**src/rtl/muldiv_sequencer_if.sv**
```systemverilog
// Handshake and control bundle between the main control unit, the mult/div units and
// the HI/LO sequencer.
interface muldiv_sequencer_if;
    logic start;
    logic op;
    logic mult_end;
    logic div_end;
    logic div_zero;
    logic MultCtrl;
    logic DivCtrl;
    logic HILOCtrl;
    logic WriteHILO;
    logic busy;
    logic done;
    logic div_zero_exc;
    logic timeout_exc;

    modport master (
        output start, op, mult_end, div_end, div_zero,
        input  MultCtrl, DivCtrl, HILOCtrl, WriteHILO, busy, done, div_zero_exc, timeout_exc
    );

    modport slave (
        input  start, op, mult_end, div_end, div_zero,
        output MultCtrl, DivCtrl, HILOCtrl, WriteHILO, busy, done, div_zero_exc, timeout_exc
    );
endinterface

```
**src/rtl/muldiv_sequencer.sv**
```systemverilog
// Sequences the shared mult/div units and commits results into HI/LO.
// Optional run-state watchdog enabled by defining MULDIV_WDOG_EN.
module muldiv_sequencer #(
    parameter int unsigned TIMEOUT_CYCLES = 64,
    parameter int unsigned CNT_W          = 7
) (
    input logic               clk,
    input logic               reset,
    muldiv_sequencer_if.slave bus
);
    typedef enum logic [2:0] {
        StIdle,
        StMultRun,
        StDivRun,
        StWrite,
        StDone,
        StDzExc,
        StToExc
    } state_e;

    state_e r_state, w_state_next;
    logic   r_op, w_op_next;
    logic   w_limit;

    logic r_mult_ctrl, r_div_ctrl, r_hilo_ctrl, r_write_hilo, r_busy, r_done, r_dz_exc;
    logic w_mult_ctrl, w_div_ctrl, w_hilo_ctrl, w_write_hilo, w_busy, w_done, w_dz_exc;

    if ((TIMEOUT_CYCLES == 0) || ((2 ** CNT_W) <= TIMEOUT_CYCLES)) begin : g_cfg_check
        $error("muldiv_sequencer: CNT_W too narrow for TIMEOUT_CYCLES");
    end

`ifdef MULDIV_WDOG_EN
    logic [CNT_W-1:0] r_cnt, w_cnt_next;
    logic             r_timeout_exc;

    // Counter sits at zero while idle, so an accepted start always begins a run at 0.
    always_comb begin
        w_cnt_next = r_cnt;
        if (r_state == StIdle) begin
            w_cnt_next = '0;
        end else if ((r_state == StMultRun || r_state == StDivRun) && (r_cnt != '1)) begin
            w_cnt_next = r_cnt + CNT_W'(1);
        end
    end

    assign w_limit = (r_cnt == CNT_W'(TIMEOUT_CYCLES - 1));

    always_ff @(posedge clk) begin
        if (reset) begin
            r_cnt         <= '0;
            r_timeout_exc <= 1'b0;
        end else begin
            r_cnt         <= w_cnt_next;
            r_timeout_exc <= (w_state_next == StToExc);
        end
    end

    assign bus.timeout_exc = r_timeout_exc;
`else
    assign w_limit         = 1'b0;
    assign bus.timeout_exc = 1'b0;
`endif

    always_comb begin
        w_state_next = r_state;
        w_op_next    = r_op;
        case (r_state)
            StIdle: begin
                if (bus.start) begin
                    w_op_next    = bus.op;
                    w_state_next = bus.op ? StDivRun : StMultRun;
                end
            end
            StMultRun: begin
                if (bus.mult_end) begin
                    w_state_next = StWrite;
                end else if (w_limit) begin
                    w_state_next = StToExc;
                end
            end
            StDivRun: begin
                // div_zero outranks a simultaneous div_end so nothing is committed.
                if (bus.div_zero) begin
                    w_state_next = StDzExc;
                end else if (bus.div_end) begin
                    w_state_next = StWrite;
                end else if (w_limit) begin
                    w_state_next = StToExc;
                end
            end
            StWrite: w_state_next = StDone;
            StDone:  w_state_next = StIdle;
            StDzExc: w_state_next = StIdle;
            StToExc: w_state_next = StIdle;
            default: w_state_next = StIdle;
        endcase
    end

    // Outputs are decoded from the next state and registered alongside it.
    always_comb begin
        w_mult_ctrl  = 1'b0;
        w_div_ctrl   = 1'b0;
        w_hilo_ctrl  = 1'b0;
        w_write_hilo = 1'b0;
        w_busy       = 1'b0;
        w_done       = 1'b0;
        w_dz_exc     = 1'b0;
        case (w_state_next)
            StMultRun: begin
                w_mult_ctrl = 1'b1;
                w_busy      = 1'b1;
            end
            StDivRun: begin
                w_div_ctrl  = 1'b1;
                w_hilo_ctrl = 1'b1;
                w_busy      = 1'b1;
            end
            StWrite: begin
                w_write_hilo = 1'b1;
                w_hilo_ctrl  = w_op_next;
                w_busy       = 1'b1;
            end
            StDone: begin
                w_done      = 1'b1;
                w_hilo_ctrl = w_op_next;
                w_busy      = 1'b1;
            end
            StDzExc: begin
                w_dz_exc    = 1'b1;
                w_hilo_ctrl = w_op_next;
                w_busy      = 1'b1;
            end
            StToExc: begin
                w_hilo_ctrl = w_op_next;
                w_busy      = 1'b1;
            end
            default: ;
        endcase
    end

    always_ff @(posedge clk) begin
        if (reset) begin
            r_state      <= StIdle;
            r_op         <= 1'b0;
            r_mult_ctrl  <= 1'b0;
            r_div_ctrl   <= 1'b0;
            r_hilo_ctrl  <= 1'b0;
            r_write_hilo <= 1'b0;
            r_busy       <= 1'b0;
            r_done       <= 1'b0;
            r_dz_exc     <= 1'b0;
        end else begin
            r_state      <= w_state_next;
            r_op         <= w_op_next;
            r_mult_ctrl  <= w_mult_ctrl;
            r_div_ctrl   <= w_div_ctrl;
            r_hilo_ctrl  <= w_hilo_ctrl;
            r_write_hilo <= w_write_hilo;
            r_busy       <= w_busy;
            r_done       <= w_done;
            r_dz_exc     <= w_dz_exc;
        end
    end

    assign bus.MultCtrl     = r_mult_ctrl;
    assign bus.DivCtrl      = r_div_ctrl;
    assign bus.HILOCtrl     = r_hilo_ctrl;
    assign bus.WriteHILO    = r_write_hilo;
    assign bus.busy         = r_busy;
    assign bus.done         = r_done;
    assign bus.div_zero_exc = r_dz_exc;
endmodule

```
**src/flat_wrapper.sv**
```systemverilog
// flat-port wrapper written by rule: the top's interface ports become plain ports
module muldiv_sequencer_flat 
#(
    parameter int unsigned TIMEOUT_CYCLES = 64,
    parameter int unsigned CNT_W          = 7
)
  (clk, reset, bus_start, bus_op, bus_mult_end, bus_div_end, bus_div_zero, bus_MultCtrl, bus_DivCtrl, bus_HILOCtrl, bus_WriteHILO, bus_busy, bus_done, bus_div_zero_exc, bus_timeout_exc);
  muldiv_sequencer_if bus_i ();
  input logic clk;
  input logic reset;
  input wire logic [$bits(bus_i.start)-1:0] bus_start;
  input wire logic [$bits(bus_i.op)-1:0] bus_op;
  input wire logic [$bits(bus_i.mult_end)-1:0] bus_mult_end;
  input wire logic [$bits(bus_i.div_end)-1:0] bus_div_end;
  input wire logic [$bits(bus_i.div_zero)-1:0] bus_div_zero;
  output wire logic [$bits(bus_i.MultCtrl)-1:0] bus_MultCtrl;
  output wire logic [$bits(bus_i.DivCtrl)-1:0] bus_DivCtrl;
  output wire logic [$bits(bus_i.HILOCtrl)-1:0] bus_HILOCtrl;
  output wire logic [$bits(bus_i.WriteHILO)-1:0] bus_WriteHILO;
  output wire logic [$bits(bus_i.busy)-1:0] bus_busy;
  output wire logic [$bits(bus_i.done)-1:0] bus_done;
  output wire logic [$bits(bus_i.div_zero_exc)-1:0] bus_div_zero_exc;
  output wire logic [$bits(bus_i.timeout_exc)-1:0] bus_timeout_exc;
  assign bus_i.start = bus_start;
  assign bus_i.op = bus_op;
  assign bus_i.mult_end = bus_mult_end;
  assign bus_i.div_end = bus_div_end;
  assign bus_i.div_zero = bus_div_zero;
  assign bus_MultCtrl = bus_i.MultCtrl;
  assign bus_DivCtrl = bus_i.DivCtrl;
  assign bus_HILOCtrl = bus_i.HILOCtrl;
  assign bus_WriteHILO = bus_i.WriteHILO;
  assign bus_busy = bus_i.busy;
  assign bus_done = bus_i.done;
  assign bus_div_zero_exc = bus_i.div_zero_exc;
  assign bus_timeout_exc = bus_i.timeout_exc;
  muldiv_sequencer #(.TIMEOUT_CYCLES(TIMEOUT_CYCLES), .CNT_W(CNT_W)) u_core (.clk(clk), .reset(reset), .bus(bus_i));
endmodule
```
**config.mk**
```make
export PLATFORM = sky130hd
export DESIGN_NAME = muldiv_sequencer_flat
export DESIGN_NICKNAME = d
export VERILOG_FILES = /design/src/rtl/muldiv_sequencer_if.sv /design/src/rtl/muldiv_sequencer.sv /design/src/flat_wrapper.sv
export SDC_FILE = /design/constraint.sdc
export NUM_CORES = 1
export LEC_CHECK = 0
export CAP_MARGIN = 30
export CELL_PAD_IN_SITES_DETAIL_PLACEMENT = 1
export CELL_PAD_IN_SITES_GLOBAL_PLACEMENT = 2
export CORE_MARGIN = 2
export CORE_UTILIZATION = 25
export DETAILED_ROUTE_END_ITERATION = 16
export PLACE_DENSITY_LB_ADDON = 0.1
export REMOVE_ABC_BUFFERS = 1
export SLEW_MARGIN = 25
export SYNTH_ARGS = -nofsm -noshare
export SYNTH_HDL_FRONTEND = slang
export SYNTH_SLANG_ARGS = --single-unit
```
**constraint.sdc**
```tcl
create_clock -name clk -period 1.9 [get_ports clk]
set_clock_uncertainty 0.2 [all_clocks]
set_input_delay 0.285 -clock clk [delete_from_list [all_inputs] [get_ports clk]]
set_output_delay 0.285 -clock clk [all_outputs]
set_load 0.02 [all_outputs]
```
# After elaboration in Yosys (flattened, before gate mapping)
# Cells that the tools add are included.
op_classes:
  muxes: 15
  n_reduce_logical: 3
  n_eq_ne: 9
op_table:
  columns: ["op", "count"]
  rows:
  - ["3-bit by 2-bit == test with 1-bit output (second input constant)", 4]
  - ["3-bit two-way mux", 4]
  - ["3-bit case mux with 4 select lines", 1]
  - ["3-bit == test (second input constant)", 3]
  - ["1-bit two-way mux", 8]
  - ["3-bit by 1-bit == test with 1-bit output (second input constant)", 2]
  - ["6-bit OR reduction", 1]
  - ["4-bit OR reduction", 1]
  - ["3-bit zero test", 1]
  - ["2-bit two-way mux", 1]
  - ["1-bit case mux with 2 select lines", 1]
totals:
  reg_bits: 11
  wordCells: 36
  in_bits: 7

# Logic depth before layout (Yosys ltp)
logic_depth:
  ltp_word: 6
  mapped_depth: 6

# Worst setup path before layout
# OpenSTA, ideal clock, no wires.
synth_timing:
  path_type: "reg-to-reg"
  startpoint: "reg u_core.r_state[2]"
  endpoint: "reg u_core.r_hilo_ctrl, in the netlist u_core.bus.HILOCtrl"
  arrival_ps: 1339
  setup_slack_ps: 303
  synth_period_minus_slack_ps: 1597
  setup_ps: 57
  stages_incl_launch_ff: 6
  path_cell_list: "dfxtp_1 -> or4b_4 -> nor2_4 -> nor2_2 -> nor4b_4 -> a21o_1"
synth_via:
  elab_chain_cells: 6
  word_cells_on_any_way: 17
synth_rtl:
  columns: ["element", "line", "text"]
  rows:
  - ["start: declaration", "muldiv_sequencer.sv:21", "state_e r_state, w_state_next;"]
  - ["start signal: assignment", "muldiv_sequencer.sv:143", "r_state <= StIdle;"]
  - ["start signal: assignment", "muldiv_sequencer.sv:153", "r_state <= w_state_next;"]
  - ["3-bit two-way mux", "muldiv_sequencer.sv:85", "end else if (bus.div_end) begin"]
  - ["3-bit two-way mux", "muldiv_sequencer.sv:83", "if (bus.div_zero) begin"]
  - ["3-bit case mux with 4 select lines", "muldiv_sequencer.sv:67", "case (r_state)"]
  - ["3-bit by 2-bit == test with 1-bit output / 3-bit == test (equally long branches)", "muldiv_sequencer.sv:108", "case (w_state_next)"]
  - ["4-bit OR reduction (no line)", null, null]
  - ["1-bit case mux with 2 select lines *", "muldiv_sequencer.sv:108", null]
  - ["end signal: assignment", "muldiv_sequencer.sv:157", "r_hilo_ctrl <= w_hilo_ctrl;"]
  - ["end: declaration", "muldiv_sequencer.sv:25", "logic r_mult_ctrl, r_div_ctrl, r_hilo_ctrl, r_write_hilo, r_busy, r_done, r_dz_exc;"]
# Every way passes the cells marked *; elsewhere a longest branch is shown, timed or not.
# A chain may end at the register's enable or synchronous reset.

# Worst setup path after layout
layout_timing:
  startpoint: "in bus_start"
  endpoint: "reg u_core.r_hilo_ctrl, in the netlist u_core.bus.HILOCtrl"
layout_via:
  elab_chain_cells: 5
  word_cells_on_any_way: 11
layout_rtl:
  columns: ["element", "line", "text"]
  rows:
  - ["start: declaration", "flat_wrapper.sv:11", "input wire logic [$bits(bus_i.start)-1:0] bus_start;"]
  - ["3-bit two-way mux", "muldiv_sequencer.sv:69", "if (bus.start) begin"]
  - ["3-bit case mux with 4 select lines", "muldiv_sequencer.sv:67", null]
  - ["3-bit by 2-bit == test with 1-bit output / 3-bit == test (equally long branches)", "muldiv_sequencer.sv:108", null]
  - ["4-bit OR reduction (no line)", null, null]
  - ["1-bit case mux with 2 select lines *", "muldiv_sequencer.sv:108", null]
# Marks and branches as above.

==> metrics <==
status finished, final reports clean; Die Ht around 48 µm; vias around 420; Synth top area share a little under half; Area after DPL 683.2 µm²; overall die area roughly 2300 µm²; slowest cell delay on critical path ~490 ps; Crit Path Max Fanout 3; Area Growth Syn to Fin 49.22%; Crit. End Element flop; vias in the first global route 370; vias per inst roughly 4.3; YS warnings 0; # IOs 15; Util after Layout 40.64%; post-synthesis area per instance around 9.6 µm²; post-synthesis cell count 50; global-route wire length before repair 1711 µm; Final nets 81; initial antenna violation count 0; Routed WL per cell 10.33 µm; GRT Util Overall 11.07%; synthesized area 480.5 µm²; most frequent cells in the layout clkdlybuf4s50_1, dfxtp_1, buf_4; drt total wl ~1000 µm; largest net degree at the start of global routing 8; critical-path cell list clkdlybuf4s50_1 > or4b_4 > nor2_4 > nor2_2 > nor4b_4 > a21o_1; total CTS buffers 3; multiplexer share of the synthesized area 0%; Setup-failing EPs final 0; fraction of layout cells with a size suffix above 1 23.29%; CP max stage cell or4b_4; XOR/XNOR share of the synthesized area 0%; max-slew violation count 0; setup repair bufs after CTS 0; FF+latch count, synth 11; Synth Area in Adders 0%; post-cts resize count 0; Post-DP HPWL just over 800 µm; Worst Setup Path Type primary input to flop; clk root buf clkbuf_4; DRC violations left 0; fmax approximately 0.55 GHz; max-cap check violation count 0; cell leakage power between 0.2 and 0.3 nW; RSZ-0062 raised after global routing no; Synth Area in Compound Gates about 17%; TritonCTS clock tree built; fin area between 700 and 800 µm²; Pwr Density roughly 800 nW/µm²; Core ar. 1764 µm²; GPL Wtd Cong 0.7361; DRT iter0 DRCs 2; CTS Sinks 11; Period minus WS final 1804 ps; post-synthesis simple-gate area fraction between 30% and 40%; count of final hold-check violations 0; largest family of logic cells by synthesized area simple AND/OR/NAND/NOR gates; Ant. Diodes 0; post-synth top area cell dfxtp_1; worst-skew pair later-pin latency 260 ps; initial core utilization a little over a quarter; H-Tree Depth 1; Peak VDD IR just over 0.4 mV; grt total ovfl 0; CP arrival 1810 ps; final setup margin 96.39 ps; Yosys cell types 25; worst hold path type flop to flop; # rows 15; Detail Route Antenna Nets 0; Top delay family on crit path simple AND/OR/NAND/NOR gates; post-place setup slack -186.0 ps; WP buf/inv 1; DIE WIDTH 47.84 µm; PortBufs 13; total power 0.5788 mW; most common cell after layout, fill and taps aside clkdlybuf4s50_1; Critical Path RT about 1900 ps; top post-synthesis cells by area dfxtp_1, a21oi_1, nor4b_4; Hold Slack around 310 ps; Setup crit start kind primary input; Initial DRT Pass Iterations 2; clock-pin slew on the worst setup and hold paths roughly 70 ps; Hold Buf Count CTS 0; Seq/Total Area, Yosys about 46%; Tcrit/Tclk final about 95%; Max Root-Sink Buffers 2
[metrics by stage]
step,TNS (ps),std cells
2_1_floorplan,0,48
3_3_place_gp,-743.9,94
3_5_place_dp,-896.8,94
4_1_cts,0,98
5_1_grt,0,98
6_report,0,98
[final cells by class]
cell class / count / area (µm²)
fill: 220 / 1047
sequential: 11 / 220.2
inverter: 2 / 7.507
tap: 25 / 31.28
clock buffer: 4 / 26.28
multi-input combinational: 35 / 241.5
timing repair buffer: 21 / 190.2
[per-layer routing]
layer | global-route usage [%] | share of wire [%] | vias to the layer above
met4 | 3.243 | 0 | 0
met2 | 17.07 | 47 | 11
met1 | 13.48 | 48 | 193
met5 | 0 | 0 | -
met3 | 5.660 | 5.4 | 0
li1 | - | - | 219
[logic make-up after synthesis]
group / count (synthesis)
AND/OR/NAND/NOR: 21
AO/OA/AOI/OAI: 13
flip-flops: 11
buffers and inverters: 4
other: 1
[Yosys cell counts]
library cell / count
buf_4: 1
and2_1: 1
o32a_1: 1
nor3b_1: 2
nor4b_4: 1
nor2_2: 1
conb_1: 1
or3b_1: 1
buf_6: 1
inv_1: 2
nor3_1: 1
o21bai_1: 1
a211oi_1: 1
nand2_1: 1
o32ai_1: 1
a21o_1: 1
nand2b_1: 3
o21ai_0: 3
or4b_4: 1
a21oi_1: 5
nand3b_1: 1
dfxtp_1: 11
nor2_4: 1
or2_2: 1
nor2_1: 6
[sequential cells by signal, indices dropped and copies added, names as in the netlist]
name and count:
u_core.r_op 1, u_core.bus.WriteHILO 1, u_core.bus.done 1, u_core.bus.div_zero_exc 1, u_core.bus.HILOCtrl 1, u_core.r_state 3
u_core.bus.MultCtrl 1, u_core.bus.DivCtrl 1, u_core.bus.busy 1
[worst register-to-register path, stage by stage, from the launching register on]
cell	delay [ps]
dfxtp_1	380
or4b_4	560
nor2_4	120
nor2_2	80
nor4b_4	250
a21o_1	120
[power breakdown]
part           internal (mW)  total (mW)  switching (mW)
clock network         0.0811       0.152          0.0713
logic                 0.0840       0.162          0.0785
registers              0.251       0.264          0.0132
[worst paths after layout]
kind                                   startpoint                   to  slack [ps]  cells after the start
worst max-delay path                    bus_start  u_core.bus.HILOCtrl         100                      6
worst min register to register        u_core.r_op          u_core.r_op         310                      2
worst min-delay path                  u_core.r_op          u_core.r_op         310                      2
worst max register to register  u_core.r_state[0]  u_core.bus.HILOCtrl         140                      5
No activity file was read; power rests on OpenSTA's default activity.
